## src/rtl/tcm_arbiter.sv

```systemverilog
// Two-port valid/ready arbiter in front of a single-port TCM.
// Fixed three-phase transaction per access with a contention counter.
module tcm_arbiter #(
  parameter int ADDR_WIDTH = 16,
  parameter bit FIXED_PRIO = 1'b0
) (
  input  logic                  clock,
  input  logic                  reset_n,
  input  logic                  m0_valid,
  input  logic [31:0]           m0_addr,
  input  logic [31:0]           m0_wdata,
  input  logic [3:0]            m0_wstrb,
  output logic [31:0]           m0_rdata,
  output logic                  m0_ready,
  input  logic                  m1_valid,
  input  logic [31:0]           m1_addr,
  input  logic [31:0]           m1_wdata,
  input  logic [3:0]            m1_wstrb,
  output logic [31:0]           m1_rdata,
  output logic                  m1_ready,
  output logic                  mem_en,
  output logic [ADDR_WIDTH-1:0] mem_addr,
  output logic [31:0]           mem_wdata,
  output logic [3:0]            mem_wstrb,
  input  logic [31:0]           mem_rdata,
  output logic [1:0]            grant,
  output logic                  busy,
  output logic [31:0]           wait_cycles
);

  typedef enum logic [1:0] {
    IDLE   = 2'd0,
    ACCESS = 2'd1,
    RESP   = 2'd2
  } state_t;

  state_t      state;
  state_t      state_nxt;
  logic        last;
  logic [1:0]  win;
  logic [1:0]  own;
  logic        pend;
  logic [31:0] sel_addr;
  logic [3:0]  sel_wstrb;
  logic        is_read;
  logic        addr_unused;

  // last holds the index of the port served most recently
  always_comb begin
    win = 2'b00;
    unique case (1'b1)
      (m0_valid && m1_valid):
        win = (FIXED_PRIO || last) ? 2'b01 : 2'b10;
      (m0_valid ^ m1_valid):
        win = {m1_valid, m0_valid};
      default: win = 2'b00;
    endcase
  end

  assign own  = (state == IDLE) ? win : grant;
  assign pend = (m0_valid & ~own[0]) | (m1_valid & ~own[1]);

  always_ff @(posedge clock or negedge reset_n) begin
    if (!reset_n) begin
      state <= IDLE;
    end else begin
      state <= state_nxt;
    end
  end

  always_ff @(posedge clock or negedge reset_n) begin
    if (!reset_n) begin
      grant       <= 2'b00;
      last        <= 1'b1;
      wait_cycles <= 32'd0;
    end else begin
      if (state == IDLE) begin
        grant <= win;
      end else if (state == RESP) begin
        grant <= 2'b00;
        last  <= grant[1];
      end
      if (pend && (wait_cycles != 32'hFFFF_FFFF)) begin
        wait_cycles <= wait_cycles + 32'd1;
      end
    end
  end

  always_comb begin
    state_nxt = state;
    unique case (state)
      IDLE:    state_nxt = (|win) ? ACCESS : IDLE;
      ACCESS:  state_nxt = RESP;
      RESP:    state_nxt = IDLE;
      default: state_nxt = IDLE;
    endcase
  end

  assign sel_addr    = grant[1] ? m1_addr : m0_addr;
  assign sel_wstrb   = grant[1] ? m1_wstrb : m0_wstrb;
  assign is_read     = (sel_wstrb == 4'b0000);
  assign addr_unused = ^sel_addr[31:ADDR_WIDTH];

  always_comb begin
    mem_en    = (state == ACCESS);
    mem_addr  = sel_addr[ADDR_WIDTH-1:0];
    mem_wdata = grant[1] ? m1_wdata : m0_wdata;
    mem_wstrb = mem_en ? sel_wstrb : 4'b0000;
    m0_ready  = (state == RESP) && grant[0];
    m1_ready  = (state == RESP) && grant[1];
    m0_rdata  = (m0_ready && is_read) ? mem_rdata : 32'd0;
    m1_rdata  = (m1_ready && is_read) ? mem_rdata : 32'd0;
    busy      = (state != IDLE);
  end

endmodule

```

## config.mk

```make
export PLATFORM = sky130hd
export DESIGN_NAME = tcm_arbiter
export DESIGN_NICKNAME = d
export VERILOG_FILES = /design/src/rtl/tcm_arbiter.sv
export SDC_FILE = /design/constraint.sdc
export NUM_CORES = 1
export LEC_CHECK = 0
export ABC_AREA = 1
export BUFFER_PORTS_ARGS = -buffer_cell sky130_fd_sc_hd__buf_4
export CORE_AREA = 2 2 127 129
export CTS_CLUSTER_DIAMETER = 200
export DETAILED_ROUTE_END_ITERATION = 12
export DIE_AREA = 0 0 129 131
export HOLD_SLACK_MARGIN = 0.08
export PLACE_DENSITY = 0.51
export SETUP_SLACK_MARGIN = 0.02
export SLEW_MARGIN = 20
export SYNTH_ARGS = -nofsm -noshare
export SYNTH_HDL_FRONTEND = slang
export SYNTH_SLANG_ARGS = --single-unit
```

## constraint.sdc

```tcl
create_clock -name clock -period 3.6 [get_ports clock]
set_input_delay 0.18 -clock clock [delete_from_list [all_inputs] [get_ports clock]]
set_output_delay 0.18 -clock clock [all_outputs]
set_load 0.01 [all_outputs]
```

# After elaboration in Yosys (flattened, before gate mapping)
# Index checks and enable logic that the tools add are counted.
# word_totals
reg_bits	37
inputBits	172
out_inout_bits	154
wordCells	40
# classes
add_sub_neg	1
eq_ne	3
mux	13
bitwise_logic	7
n_reduce_logical	12
# ops
cell	count
$mux W32	3
$add A32 B1 Y32 const B	1
$ne A32 B32 Y1 const B	1
$mux W16	1
$mux W2	4
$mux W4	2
$pmux W2 S2	2
$logic_and A1 B1 Y1	6
$logic_not A4 Y1	1
$reduce_bool A2 Y1	2
$not A1 Y1	3
$and A1 B1 Y1	2
$eq A2 B1 Y1 const B	1
$eq A2 B2 Y1 const B	1
$logic_not A2 Y1	1
$reduce_and A2 Y1	1
$reduce_or A2 Y1	1
$mux W1	1
$or A1 B1 Y1	1
$xor A1 B1 Y1	1

# Longest topological paths before layout
# Gate-level depths: netlist (run 1).
# logic_depth
ltp_word	7
depth_mapped	11
mapped_depth_nobuf	10

# Worst setup path before layout (run 1)
# No wires, ideal clock.
# synth_timing
kind	reg-to-reg
from	register wait_cycles[0]
to	register wait_cycles[25]
arrival_ns	1.594
t_required_ns	3.484
path_slack_ns	1.890
stages_incl_launch_ff	12
period_less_slack_ns	1.710
path_cell_list	dfrtp_1 -> ha_1 -> inv_1 -> nor2_4 -> nand2_2 -> nor2_4 -> nand2_4 -> nand2_8 -> inv_4 -> buf_6 -> nand2_1 -> nand2_1
# synth_via
elab_chain_len	2
# synth_rtl
element	line_no	source
start: declaration	28	output logic [31:0] wait_cycles
start signal: assignment	84	wait_cycles <= wait_cycles + 32'd1;
branches (longest 2 deep; another with $add A32 B1 Y32)	--	
# Parallel ways; which one is timed is not known.
# A chain may end at the register's enable or synchronous reset.

# Final worst setup path (run 1)
# layout_timing
from	register grant[1]
to	output port m0_rdata[3]
# layout_via
elab_chain_len	4
# layout_rtl
element	line_no	source
start: declaration	26	output logic [1:0] grant,
start signal: assignment	78	grant <= win;
$mux W4	100	assign sel_wstrb = grant[1] ? m1_wstrb : m0_wstrb;
$logic_not A4 Y1	101	assign is_read = (sel_wstrb == 4'b0000);
$logic_and A1 B1 Y1	111	m0_rdata = (m0_ready && is_read) ? mem_rdata : 32'd0;
$mux W32	111	
end: declaration	13	output logic [31:0] m0_rdata,
# No other way between the ends.

==> out/metrics.yaml, run 1 <==
antenna_found_initial: 0
fillCellCount: 1790
ant_nets: 0
drive_gt1_share_pct: 33.65
numCtsBuffers: 5
remaining_drc_errors: 0
power_density_mw_per_mm2: 401.3
max-cap-violations: 0
mostFrequentLayoutCell: "nand2_1"
drtIter0Drc: 252
yosysUniqueCellTypes: 28
critPathCaptureType: "output pin"
synth_edf_count: 0
worstSetupPathType: "reg -> out"
fp-row-count: 46
outcome: "complete, no violations"
die_width_um: 129
tightest_slew_ns: 0.5414
wire_per_inst_um: 13.96
synth_top_area_share_pct: 37.57
final_cells: 1155
r2r_setup_slack_ns: 1.51
place_inst: 1146
fin_worst_skew_ns: 0.008903
pre_cts_slack_ns: 1.428
dp_hpwl_um: 13480
clock_sinks: 37
start_util_pct: 22.23
arrival_ns: 2.29
final-hold-violation-count: 0
slew_violations: 0
cp-start-kind: "flip-flop"
yosys.area.top_type: "nand2_1"
avgSynthCellArea_um2: 5.293
diodes: 0
ir_worst_vdd_mv: 0.1840
grt_first_pass_wirelength_um: 23210
totalWireLength_um: 16130
cts_tree: "done"
tns_ns: 0
synth_seq_area_share_pct: 26.74
min_path_type: "in -> reg"
cp_max_fo: 36
synth-seq-cells: 37
synth_ff_type: "dfrtp_1"
track_usage_pct: 17.77
io-pin-count: 326
final_cell_mix: "347 x nand2_1, 297 x buf_4, 123 x nor2_1"
syn_area_mm2: 0.003467
dr.pass1.iters: 5
layout_min_cycle_time_ns: 2.470
min_delay_path_depth: 3
dieArea_mm2: 0.01690
setup_violations: 0
reg2reg_depth: 10
power_leakage_uw: 0.003495
htreeDepth: 2
layout.nets: 1111
path_clk_slew_ns: 0.06
max_slew_margin_pct: 63.91
period_share_pct: 68.61
grt_max_degree: 55
port_buffers: 293
grt_overflow: 0
async_flop_share_pct: 100.0
cts_buffer_depth: 2
die_h_um: 131
rsz0062_at_grt: "no"
core_mm2: 0.01560
viasPerCell: 4.074
grt_pass1_vias: 4412
fmax_ghz: 0.4049
synth_nets: 828
via_count: 4706
required_ns: 3.42
fin_ws_ns: 1.130
synthCells: 655
clkLatencyLatePin_ns: 0.28
synthTopCellsByArea: "nand2_1 38%, dfrtp_1 26%, nor2_1 13%"
yosysWarnings: 0
cts_root_buffer: "clkbuf_16"
syn_to_final_growth_pct: 73.44
post_cts_buffers: 0
gp_congestion: 0.8428
==> worst max-delay path: stages, from the launching register on <==
cell	delay [ns]
dfrtp_2	0.40
inv_2	0.25
buf_4	0.40
nand2_1	0.12
nand2_1	0.09
nor2_1	0.06
nand3_1	0.07
buf_4	0.33
nor2_1	0.10
buf_4	0.16
==> where the power goes <==
part           switching (uW)  internal (uW)  leakage [uW]
Sequential               67.0            470      0.000500
Combinational             823            604       0.00292
Clock                     173            275     0.0000768
==> final timing paths <==
path | end | startpoint
worst max-delay path | m0_rdata[3] | grant[1]$_DFFE_PN0P_
worst min-delay path | state[0]$_DFF_PN0_ | m1_valid
worst max register to register | wait_cycles[23]$_DFFE_PN0P_ | wait_cycles[0]$_DFFE_PN0P_
worst min register to register | state[1]$_DFF_PN0_ | state[1]$_DFF_PN0_
max in group asynchronous | grant[1]$_DFFE_PN0P_ | reset_n
min in group asynchronous | wait_cycles[1]$_DFFE_PN0P_ | reset_n
==> metrics by stage <==
stage          util, %  hold WS (ns)  cell area (um2)  total power (uW)
6_report         38.55        0.2238             6013              2413
5_1_grt          38.55        0.2566             6013              2614
4_1_cts          38.55        0.2219             6013              2472
3_5_place_dp     37.51        0.1871             5851              2009
3_3_place_gp     37.51        0.1882             5851              2014
2_1_floorplan        -       -0.1156             3467              1282
==> cell families (layout without fill, tap and decap cells) <==
| kind of cell | count (synthesis) | count (layout) | share of synthesized area, % |
|---|---|---|---|
| buffers and inverters | 88 | 372 | 10.61 |
| AND/OR/NAND/NOR | 505 | 505 | 57.20 |
| AO/OA/AOI/OAI | 10 | 10 | 1.516 |
| adder cells (fa/ha/maj) | 1 | 1 | 0.3608 |
| multiplexers | 1 | 1 | 0.2887 |
| XOR/XNOR | 13 | 13 | 3.284 |
| flip-flops | 37 | 37 | 26.74 |
==> timing repair <==
action                    in CTS  in global routing
hold buffers                   1                  0
hold endpoints to repair      36                  0
resized for setup              0                  0
==> synth_stat cells (2+ instances only) <==
cell,number
a21oi_1,2
buf_2,7
buf_4,3
buf_6,2
clkbuf_1,9
dfrtp_1,36
inv_1,64
nand2_1,347
nand2_2,2
nand3_1,24
nand4_1,2
nor2_1,123
nor2_4,2
o21ai_0,7
xnor2_1,7
xor2_1,6
==> routing by layer <==
metal / track usage (%) / vias up / wire, um
met5: 0 / - / 0
li1: - / 2492 / -
met3: 3.094 / 7 / 791
met1: 21.69 / 2071 / 6497
met2: 33.12 / 136 / 8726
met4: 3.069 / 0 / 110
==> cell type report <==
| cell class | count | area [um2] | share of cell area (%) |
|---|---|---|---|
| clock buffer | 6 | 138.9 | 2.310 |
| clock inverter | 2 | 13.76 | 0.2289 |
| inverter | 66 | 250.2 | 4.161 |
| multi-input combinational | 530 | 2172 | 36.12 |
| sequential | 37 | 928.4 | 15.44 |
| tap | 216 | 270.3 | 4.494 |
| timing repair buffer | 298 | 2240 | 37.25 |
==> state kept, by name, summed over array words and instances (netlist names) <==
| register | flops |
|---|---|
| state | 2 |
| wait_cycles | 32 |
| last | 1 |
| grant | 2 |
(Power assumes the default switching activity.)
==> run 2, diff against run 1 <==
--- a/config.mk
+++ b/config.mk
@@ -5,12 +5,12 @@
 export SDC_FILE = /design/constraint.sdc
 export NUM_CORES = 1
 export LEC_CHECK = 0
-export ABC_AREA = 1
+export ABC_AREA = 0
 export BUFFER_PORTS_ARGS = -buffer_cell sky130_fd_sc_hd__buf_4
-export CORE_AREA = 2 2 127 129
+export CORE_AREA = 2 2 125 127
 export CTS_CLUSTER_DIAMETER = 200
 export DETAILED_ROUTE_END_ITERATION = 12
-export DIE_AREA = 0 0 129 131
+export DIE_AREA = 0 0 127 129
 export HOLD_SLACK_MARGIN = 0.08
 export PLACE_DENSITY = 0.51
 export SETUP_SLACK_MARGIN = 0.02
==> constraint.sdc (replaced) <==
create_clock -name clock -period 2.22 [get_ports clock]
set_input_delay 0.111 -clock clock [delete_from_list [all_inputs] [get_ports clock]]
set_output_delay 0.111 -clock clock [all_outputs]
set_load 0.01 [all_outputs]
==> out/metrics.yaml, run 2 <==
fin_worst_skew_ns: 0.007583
final_cell_mix: "307 x buf_4, 49 x mux2_2, 35 x dfrtp_1"
dieArea_mm2: 0.01638
track_usage_pct: 17.09
async_flop_share_pct: 100.0
period_share_pct: 91.06
start_util_pct: 19.68
fin_total_pwr_uw: 4043
worstSetupPathType: "reg -> reg"
cts_root_buffer: "clkbuf_16"
layout.nets: 786
diodes: 0
dr.pass1.iters: 4
fin_util_pct: 37.44
grt_first_pass_wirelength_um: 21020
cts_tree: "done"
synth_edf_count: 0
ir_worst_vdd_mv: 0.3811
outcome: "complete, no violations"
slowest_delay_ns: 0.56
synth_xor_area_share_pct: 8.616
max-cap-violations: 0
totalWireLength_um: 15070
r2r-end: "wait_cycles[28]$_DFFE_PN0P_"
drive_gt1_share_pct: 62.05
power_leakage_uw: 0.002959
yosysWarnings: 0
clock_sinks: 37
cpMaxStageDelayCell: "or4b_4"
antenna_found_initial: 0
yosys.area.top_type: "dfrtp_1"
arrival_ns: 2.22
power_density_mw_per_mm2: 721.0
clkLatencyLatePin_ns: 0.28
avgSynthCellArea_um2: 9.388
layout_min_cycle_time_ns: 2.021
cp_max_fo: 6
fmax_ghz: 0.4947
critPathBufInv: 0
cp_cell_sequence: "nand4_1 -> nor4_4 -> or4b_4 -> nor2_1 -> xor2_1"
htreeDepth: 2
synthTopCellsByArea: "dfrtp_1 31%, mux2_2 19%, and2_1 7.2%"
setup_violations: 0
syn_area_mm2: 0.002948
syn_to_final_growth_pct: 90.24
drtIter0Drc: 215
hold_ws_ns: 0.09253
grt_max_degree: 38
grt_overflow: 0
synthSimpleGateAreaFrac_pct: 33.70
yosysUniqueCellTypes: 44
die_width_um: 127
synthMuxAreaShare_pct: 20.08
cp.depth: 5
largest_reg_flops: 32
reg_top3: "wait_cycles (32), grant (2), state (2)"
final_area_mm2: 0.005608
synthAdderAreaFrac_pct: 0.4244
synth_top_area_share_pct: 30.56
cts_buffer_depth: 2
wire_per_inst_um: 18.79
slew_violations: 0
max_slew_margin_pct: 63.94
worstSetupEndpoint: "wait_cycles[28]$_DFFE_PN0P_"
cp-start-kind: "flip-flop"
fillCellCount: 1521
synth_ff_type: "dfrtp_1"
min_path_type: "in -> reg"
path_clk_slew_ns: 0.06
ant_nets: 0
synthCells: 314
synth_compound_area_share_pct: 2.674
gp_congestion: 0.7811
tightest_slew_ns: 0.5384
die_h_um: 129
synth_seq_area_share_pct: 31.45
critPathTopFamily: "simple AND/OR/NAND/NOR gates"
reg2reg_depth: 5
numCtsBuffers: 5
timing.rr.start: "wait_cycles[11]$_DFFE_PN0P_"
dp_hpwl_um: 12840
final-hold-violation-count: 0
rsz0062_at_grt: "no"
synth_top_family_by_area: "simple AND/OR/NAND/NOR gates"
synth_common_cells: "49 x mux2_2, 36 x dfrtp_1, 34 x and2_1"
remaining_drc_errors: 0
core_mm2: 0.01498
top_register: "wait_cycles"
place_area_mm2: 0.005425
grt_pass1_vias: 3418
port_buffers: 293
mostFrequentLayoutCell: "buf_4"
r2r_setup_slack_ns: 0.20
fp-row-count: 45
post_cts_buffers: 0
critPathLaunch: "wait_cycles[11]$_DFFE_PN0P_"
critPathCaptureType: "flip-flop"
viasPerCell: 4.449
synth_nets: 487
yosysMostFrequentCell: "mux2_2"
required_ns: 2.42
synth-seq-cells: 37
via_count: 3568
tns_ns: 0
io-pin-count: 326
-- run 2: changes by cell type in the layout (fill, tap and decap cells not counted), sizes merged, moves of 11 or more --
cell   before  now
nand3      24   13
and3        0   34
nand2     351   23
and2        1   34
nor2      126   12
mux2        0   49
inv        66    7
-- run 2: cells by family after synthesis --
group           count (synthesis)
simple gates                  161
mux                            53
flops                          37
xor+xnor                       29
buf+inv                        23
compound gates                 10
fa+ha+maj                       1
-- run 2: worst min-delay path by stage --
stage,cells past startpoint,start,endpoint,slack [ns]
detailed placement,1,reset_n,wait_cycles[10]$_DFFE_PN0P_,0.12
global route,3,m1_valid,state[0]$_DFF_PN0_,0.10
global placement,1,reset_n,wait_cycles[10]$_DFFE_PN0P_,0.11
finish,3,m1_valid,state[0]$_DFF_PN0_,0.09
floorplan,0,reset_n,grant[0]$_DFFE_PN0P_,-0.18
CTS,3,m1_valid,state[0]$_DFF_PN0_,0.08
-- run 2: power by group --
group | switching, uW | internal [uW] | leakage [uW]
clock network | 274 | 561 | 0.0000841
registers | 145 | 799 | 0.000485
logic | 1130 | 1130 | 0.00239
-- run 2: per-layer routing --
metal	share of wire [%]	GRT usage [%]	wire, um	vias up
li1	-	-	-	1715
met1	43	24.70	6547	1674
met2	45	25.11	6773	171
met3	11	5.696	1637	8
met4	0.73	2.780	110	0
met5	0	0	0	-
-- run 2: worst register-to-register path, stage by stage (launching register included) --
cell	delay, ns
dfrtp_1	0.44
nand4_1	0.27
nor4_4	0.39
or4b_4	0.56
nor2_1	0.14
xor2_1	0.15
-- run 2: final cells by class --
cell class,instances,area [um2],share of cell area (%)
well taps,188,235.2,4.195
clock buffers,7,142.6,2.544
clock inverters,1,30.03,0.5355
multi-input cells,254,1931,34.43
inverters,7,26.28,0.4685
repair buffers,308,2315,41.28
flip-flops and latches,37,928.4,16.56
-- run 2: repair_timing --
item                      CTS  global route
hold endpoints to repair   36             0
hold buffers                1             0
resized for setup           0             0
-- run 2: stage by stage --
step                      setup WS, ns  cells
after floorplan                 0.2388    314
after global placement          0.2217    793
after detailed placement        0.2236    793
after CTS                       0.2022    802
after global routing           0.03294    802
final                           0.1986    802
